--- src/rtl/cim_array_ctrl_pkg.sv ---
// ---------------------------------------------------------------------------
// cim_array_ctrl_pkg
//   Shared widths and the bank-select encoding for the write-path front end
//   of the dual-bank CIM macro array.
//   - CIM_DATA_W : width of the write data word
//   - CIM_ADDR_W : width of the word address / wordline select
//   - cim_bank_e : bank-select encoding carried on cima
// ---------------------------------------------------------------------------
package cim_array_ctrl_pkg;

  localparam int CIM_DATA_W = 24;
  localparam int CIM_ADDR_W = 8;

  typedef enum logic {
    CIM_BANK0 = 1'b0,
    CIM_BANK1 = 1'b1
  } cim_bank_e;

endpackage : cim_array_ctrl_pkg

--- src/rtl/cim_array_ctrl_bank_demux.sv ---
// ---------------------------------------------------------------------------
// cim_bank_demux
//   Combinational steering of one word address onto exactly one of the two
//   bank address buses. The unselected bank always sees zero. When guard is
//   high both banks see zero (break-before-make window on a bank switch).
//   Ports:
//     addr  in   ADDR_W  word address to steer
//     sel   in   1       bank select (CIM_BANK0 / CIM_BANK1)
//     guard in   1       force both outputs to zero
//     a0    out  ADDR_W  bank-0 address
//     a1    out  ADDR_W  bank-1 address
// ---------------------------------------------------------------------------
module cim_bank_demux
  import cim_array_ctrl_pkg::*;
#(
  parameter int ADDR_W = CIM_ADDR_W
) (
  input  logic [ADDR_W-1:0] addr,
  input  logic              sel,
  input  logic              guard,
  output logic [ADDR_W-1:0] a0,
  output logic [ADDR_W-1:0] a1
);

  // Both banks default to zero so that at most one bus is ever non-zero.
  always_comb begin
    a0 = '0;
    a1 = '0;
    if (!guard) begin
      if (sel == CIM_BANK1) begin
        a1 = addr;
      end else begin
        a0 = addr;
      end
    end
  end

endmodule : cim_bank_demux

--- src/rtl/cim_array_ctrl.sv ---
// ---------------------------------------------------------------------------
// cim_array_ctrl
//   Write-path front end of the dual-bank CIM macro array. Registers the
//   host write word onto the shared D1 bus and steers the word address to
//   the selected bank only. All outputs are registered, 1-cycle latency.
//   Optional build macro: CIM_ARRAY_CTRL_BANK_GUARD_EN
//     When defined, a bank switch inserts one cycle where both bank
//     addresses are zero (break-before-make).
//   Ports:
//     clk   in   1       clock, all state on rising edge
//     rst   in   1       synchronous active-high reset
//     D     in   DATA_W  write data from host
//     WA    in   ADDR_W  word address from host
//     cima  in   1       bank select: 0 = bank 0, 1 = bank 1
//     D1    out  DATA_W  registered write data, shared by both banks
//     WA0   out  ADDR_W  registered bank-0 address
//     WA1   out  ADDR_W  registered bank-1 address
// ---------------------------------------------------------------------------
module cim_array_ctrl
  import cim_array_ctrl_pkg::*;
#(
  parameter int DATA_W = CIM_DATA_W,
  parameter int ADDR_W = CIM_ADDR_W
) (
  input  logic              clk,
  input  logic              rst,
  input  logic [DATA_W-1:0] D,
  input  logic [ADDR_W-1:0] WA,
  input  logic              cima,
  output logic [DATA_W-1:0] D1,
  output logic [ADDR_W-1:0] WA0,
  output logic [ADDR_W-1:0] WA1
);

  logic [DATA_W-1:0] d1_d,  d1_q;
  logic [ADDR_W-1:0] wa0_d, wa0_q;
  logic [ADDR_W-1:0] wa1_d, wa1_q;
  logic              guard;

`ifdef CIM_ARRAY_CTRL_BANK_GUARD_EN
  logic prev_cima_d, prev_cima_q;

  // A change of bank relative to the last sampled select opens the
  // guard window for this edge; the copy itself tracks cima every edge.
  always_comb begin
    prev_cima_d = cima;
    guard       = (cima != prev_cima_q);
  end

  always_ff @(posedge clk) begin
    if (rst) begin
      prev_cima_q <= CIM_BANK0;
    end else begin
      prev_cima_q <= prev_cima_d;
    end
  end
`else
  assign guard = 1'b0;
`endif

  cim_bank_demux #(
    .ADDR_W (ADDR_W)
  ) u_bank_demux (
    .addr  (WA),
    .sel   (cima),
    .guard (guard),
    .a0    (wa0_d),
    .a1    (wa1_d)
  );

  // The data word is shared by both banks, so it is copied regardless of
  // bank select or guard state.
  always_comb begin
    d1_d = D;
  end

  always_ff @(posedge clk) begin
    if (rst) begin
      d1_q  <= '0;
      wa0_q <= '0;
      wa1_q <= '0;
    end else begin
      d1_q  <= d1_d;
      wa0_q <= wa0_d;
      wa1_q <= wa1_d;
    end
  end

  assign D1  = d1_q;
  assign WA0 = wa0_q;
  assign WA1 = wa1_q;

endmodule : cim_array_ctrl

--- config.mk ---
export PLATFORM = sky130hd
export DESIGN_NAME = cim_array_ctrl
export DESIGN_NICKNAME = d
export VERILOG_FILES = /design/src/rtl/cim_array_ctrl_pkg.sv /design/src/rtl/cim_array_ctrl_bank_demux.sv /design/src/rtl/cim_array_ctrl.sv
export SDC_FILE = /design/constraint.sdc
export NUM_CORES = 1
export LEC_CHECK = 0
export BUFFER_PORTS_ARGS = -buffer_cell sky130_fd_sc_hd__clkbuf_2
export CAP_MARGIN = 5
export CORE_ASPECT_RATIO = 0.6
export CORE_MARGIN = 5
export CORE_UTILIZATION = 43
export DETAILED_ROUTE_END_ITERATION = 10
export GPL_TIMING_DRIVEN = 0
export PLACE_DENSITY = 0.89
export SLEW_MARGIN = 10
export SYNTH_ARGS = -nofsm -noshare
export SYNTH_HDL_FRONTEND = slang
export SYNTH_SLANG_ARGS = --single-unit
--- constraint.sdc ---
create_clock -name clk -period 1.3 [get_ports clk]
set_input_delay 0.13 -clock clk [delete_from_list [all_inputs] [get_ports clk]]
set_output_delay 0.13 -clock clk [all_outputs]
set_load 0.005 [all_outputs]
* Word level (Yosys, flattened, before mapping)
Cells that the tools add are included.
Widths: inputs -> output; s select.
** Word-level totals
- Logic and storage cells :: 6
- Input port bits :: 35
- Bits in writable memories :: 0
- Output and inout port bits :: 40
- Register bits :: 40
- ROM bits :: 0
- Latch bits :: 0
- Memories :: 0
** Operators by class
- Reductions and logical operators :: 2
- Equal/unequal tests :: 0
- Bitwise logic cells :: 1
- Order comparisons :: 0
- $mul :: 0
- Muxes and demuxes :: 0
- Shift-type cells :: 0
- Divide/modulo/power cells :: 0
- Add/sub/neg operators :: 0
** Operators by type and width (number)
- $reduce_or 2->1 :: 2
- $not 1->1 :: 1

* Logic depth before layout (Yosys ltp)
- Word-level depth :: 2
- Depth in mapped cells :: 2
- Gate-level depth less buffers :: 1

* Modules after synthesis
From an unflattened synthesis, not the netlist that was laid out.
** Second synthesis, totals
- Cell total of the unflattened synthesis :: 103
- Area total of the unflattened synthesis :: 1320.0 um2
** By module, submodules not included
- cim_array_ctrl :: cells an instance 85, area an instance 1159.9 um2, times used 1, sequential area each 800.8 um2
- cim_bank_demux :: cells an instance 18, area an instance 160.2 um2, times used 1, sequential area each 0.0 um2

* Worst setup path before layout
OpenSTA, ideal clock, no wires.
- Path type :: input to register
- From :: input rst
- To :: register wa1_q[5] (netlist: WA1[5])
- Buffers on the path :: 1
- Required time :: 1.184 ns
- Cell stages on the path :: 2
- Library setup time :: 0.116 ns
- Slack :: 0.783 ns
- Arrival time :: 0.401 ns
- Path through :: buf_4 and3b_1
** On the way
- Word-level cells in the longest chain between the ends :: 1
** RTL lines
- start: declaration :: line cim_array_ctrl.sv:26 : input logic rst,
- $reduce_or 2->1 (no source line)
- end signal: assignment :: line cim_array_ctrl.sv:85 : wa1_q <= wa1_d;
- end: declaration :: line cim_array_ctrl.sv:37 : logic [ADDR_W-1:0] wa1_d, wa1_q;
No other way between the ends.
A chain may end at the register's enable or synchronous reset.

* Final worst setup path
- From :: register wa1_q[3] (netlist: WA1[3])
- To :: output WA1[3]
** RTL lines
- end: declaration :: line cim_array_ctrl.sv:32 : output logic [ADDR_W-1:0] WA1
No word-level cell between the ends.

==> impl_results.md <==
* Crit path max-delay family: flip-flops
* Core ar. at 0.00250 mm²
* Final Setup Violations at 0
* Post-CTS sizing at 0
* # fillers at 206
* Slowest-stage cell, CP: dfxtp_1
* Initial core utilization at 44.8%
* Worst-Margin Slew at 0.172 ns
* Final cell count without fillers at 198
* Buffers on Ports at 73
* Via count at 857
* Syn-to-layout area delta at 47.4%
* Clk buf depth at 2
* Pwr Density at 1550 mW/mm²
* DRT Pass-1 Iters at 2
* CP Cell Sequence: clkbuf_2
* Syn Nets at 120
* Area of the multi-input gates at 280 µm²
* Synth Instances at 85
* Ys Warns at 0
* Min Hold Slack at 0.0457 ns
* WP data required at 1.17 ns
* Die area at 0.00376 mm²
* Final Cycle Share at 65.7%
* Number of H-tree levels at 2
* Final #Nets at 200
* Final min period at 0.854 ns
* Leakage power at 0.855 nW
* Status: finished, final reports clean
* DP Cell Count at 190
* Cell variety after synth at 7
* Pre-CTS WS at 0.584 ns
* Die Width at 75.9 µm
* Cell Area, Synth at 0.00112 mm²
* Endpoints failing hold at 0
* Commonest non-fill, non-tap cell in the layout: clkbuf_2
* Slew Limit Fails at 0
* Register area at 801 µm²
* Min-Delay Path Class: in2reg
* Crit path kind: reg2out
* Stages on the worst setup path at 1
* Layout cells sized above 1 at 51.8%
* DR WL/cell at 12.5 µm
* Sequential share of the synthesized area at 71.4%
* Antenna cells at 0
* CTS buffer count at 5
* Die Span Y at 49.6 µm
* Area after DPL at 0.00153 mm²
* Syn avg cell area at 13.2 µm²
* Iter 0 DRT Violations at 28
* Crit path DAT at 0.72 ns
* Total of max-cap violations at 0
* Fin util at 66.0%
* Largest net degree at the start of global routing at 13
* First-pass GRT wire length at 3980 µm
* DRC at 0
* Final WS setup at 0.446 ns
* Hold Buf Count CTS at 0
* Vias per Instance at 4.33
* Post-detail-place hpwl at 1990 µm
* CP Capture Type: output port
* Total GRT Usage at 13.7%
* Seq cells post-synth at 40
* Detail Route Antenna Nets at 0
* Vias in the first global route at 867
* Total power draw at 2.57 mW
* Slew headroom at 88.5%
* Worst setup SP type: flip-flop
* Setup TNS at 0 ns
* CP max stage delay at 0.32 ns
* Final GP Congestion at 0.691
* Max FO, Critical Path at 1
* CTS tree: yes
* Total gr overflow at 0
* Num rows at 14
* Clk root buf: clkbuf_8
* Final wirelength at 2470 µm
* Post-CTS Setup Repair Bufs at 0
* Clk slew on worst S/H paths at 0.08 ns
* Initial antenna violation count at 0
* Ports at 75
* Hold Path Depth at 2
* RSZ-0062 raised after global routing: no
* Final Cell Area at 0.00165 mm²
* CTS Sinks at 40
* Commonest non-fill, non-tap cells in the layout: clkbuf_2 (73), dfxtp_1 (40), nor2b_1 (24)
* Worst path bufs/invs at 1
* Max Fclk at 1170 MHz
* Peak VDD IR at 866 µV
==> flip-flops by register name, summed over array words and instances (netlist names) <==
register	count
D1	24
WA1	8
WA0	8
==> per-layer routing <==
metal  wire, µm  vias to the layer above  global-route usage (%)
li1           -                      429                       -
met1       1000                      380                    14.3
met2       1150                       43                    21.6
met3        276                        5                    8.00
met4         44                        0                    7.99
met5          0                        -                       0
==> power breakdown <==
group          switching [mW]  total [mW]  internal [mW]
logic                  0.0764       0.190          0.114
registers              0.0153        1.30           1.28
clock network           0.402        1.08          0.677
total                   0.493        2.57           2.07
==> cell type report <==
| cell class | count | share of cell area, % |
|---|---|---|
| Tap cell | 32 | 2.42 |
| Buffer | 5 | 2.42 |
| Multi-Input combinational cell | 40 | 17.0 |
| Clock buffer | 7 | 5.83 |
| Sequential cell | 40 | 48.4 |
| Timing Repair Buffer | 73 | 22.1 |
| Clock inverter | 1 | 1.82 |
==> cell families after synthesis <==
| kind of cell | share of synthesized area [%] |
|---|---|
| buffers and inverters | 3.57 |
| AND/OR/NAND/NOR | 25.0 |
| flip-flops | 71.4 |
==> final timing paths <==
check	from	endpoint	slack, ns
setup / recovery	WA1[3]$_SDFF_PP0_	WA1[3]	0.45
hold / removal	rst	D1[19]$_SDFF_PP0_	0.05
==> synthesized netlist by cell type, drive strengths merged <==
library cell  instances  share of area (%)
and3b                 8                6.3
buf                   5                3.6
nor2b                24                 13
dfxtp                40                 71
nor3b                 8                5.4
Note: power is estimated with default switching activity, not from simulation.
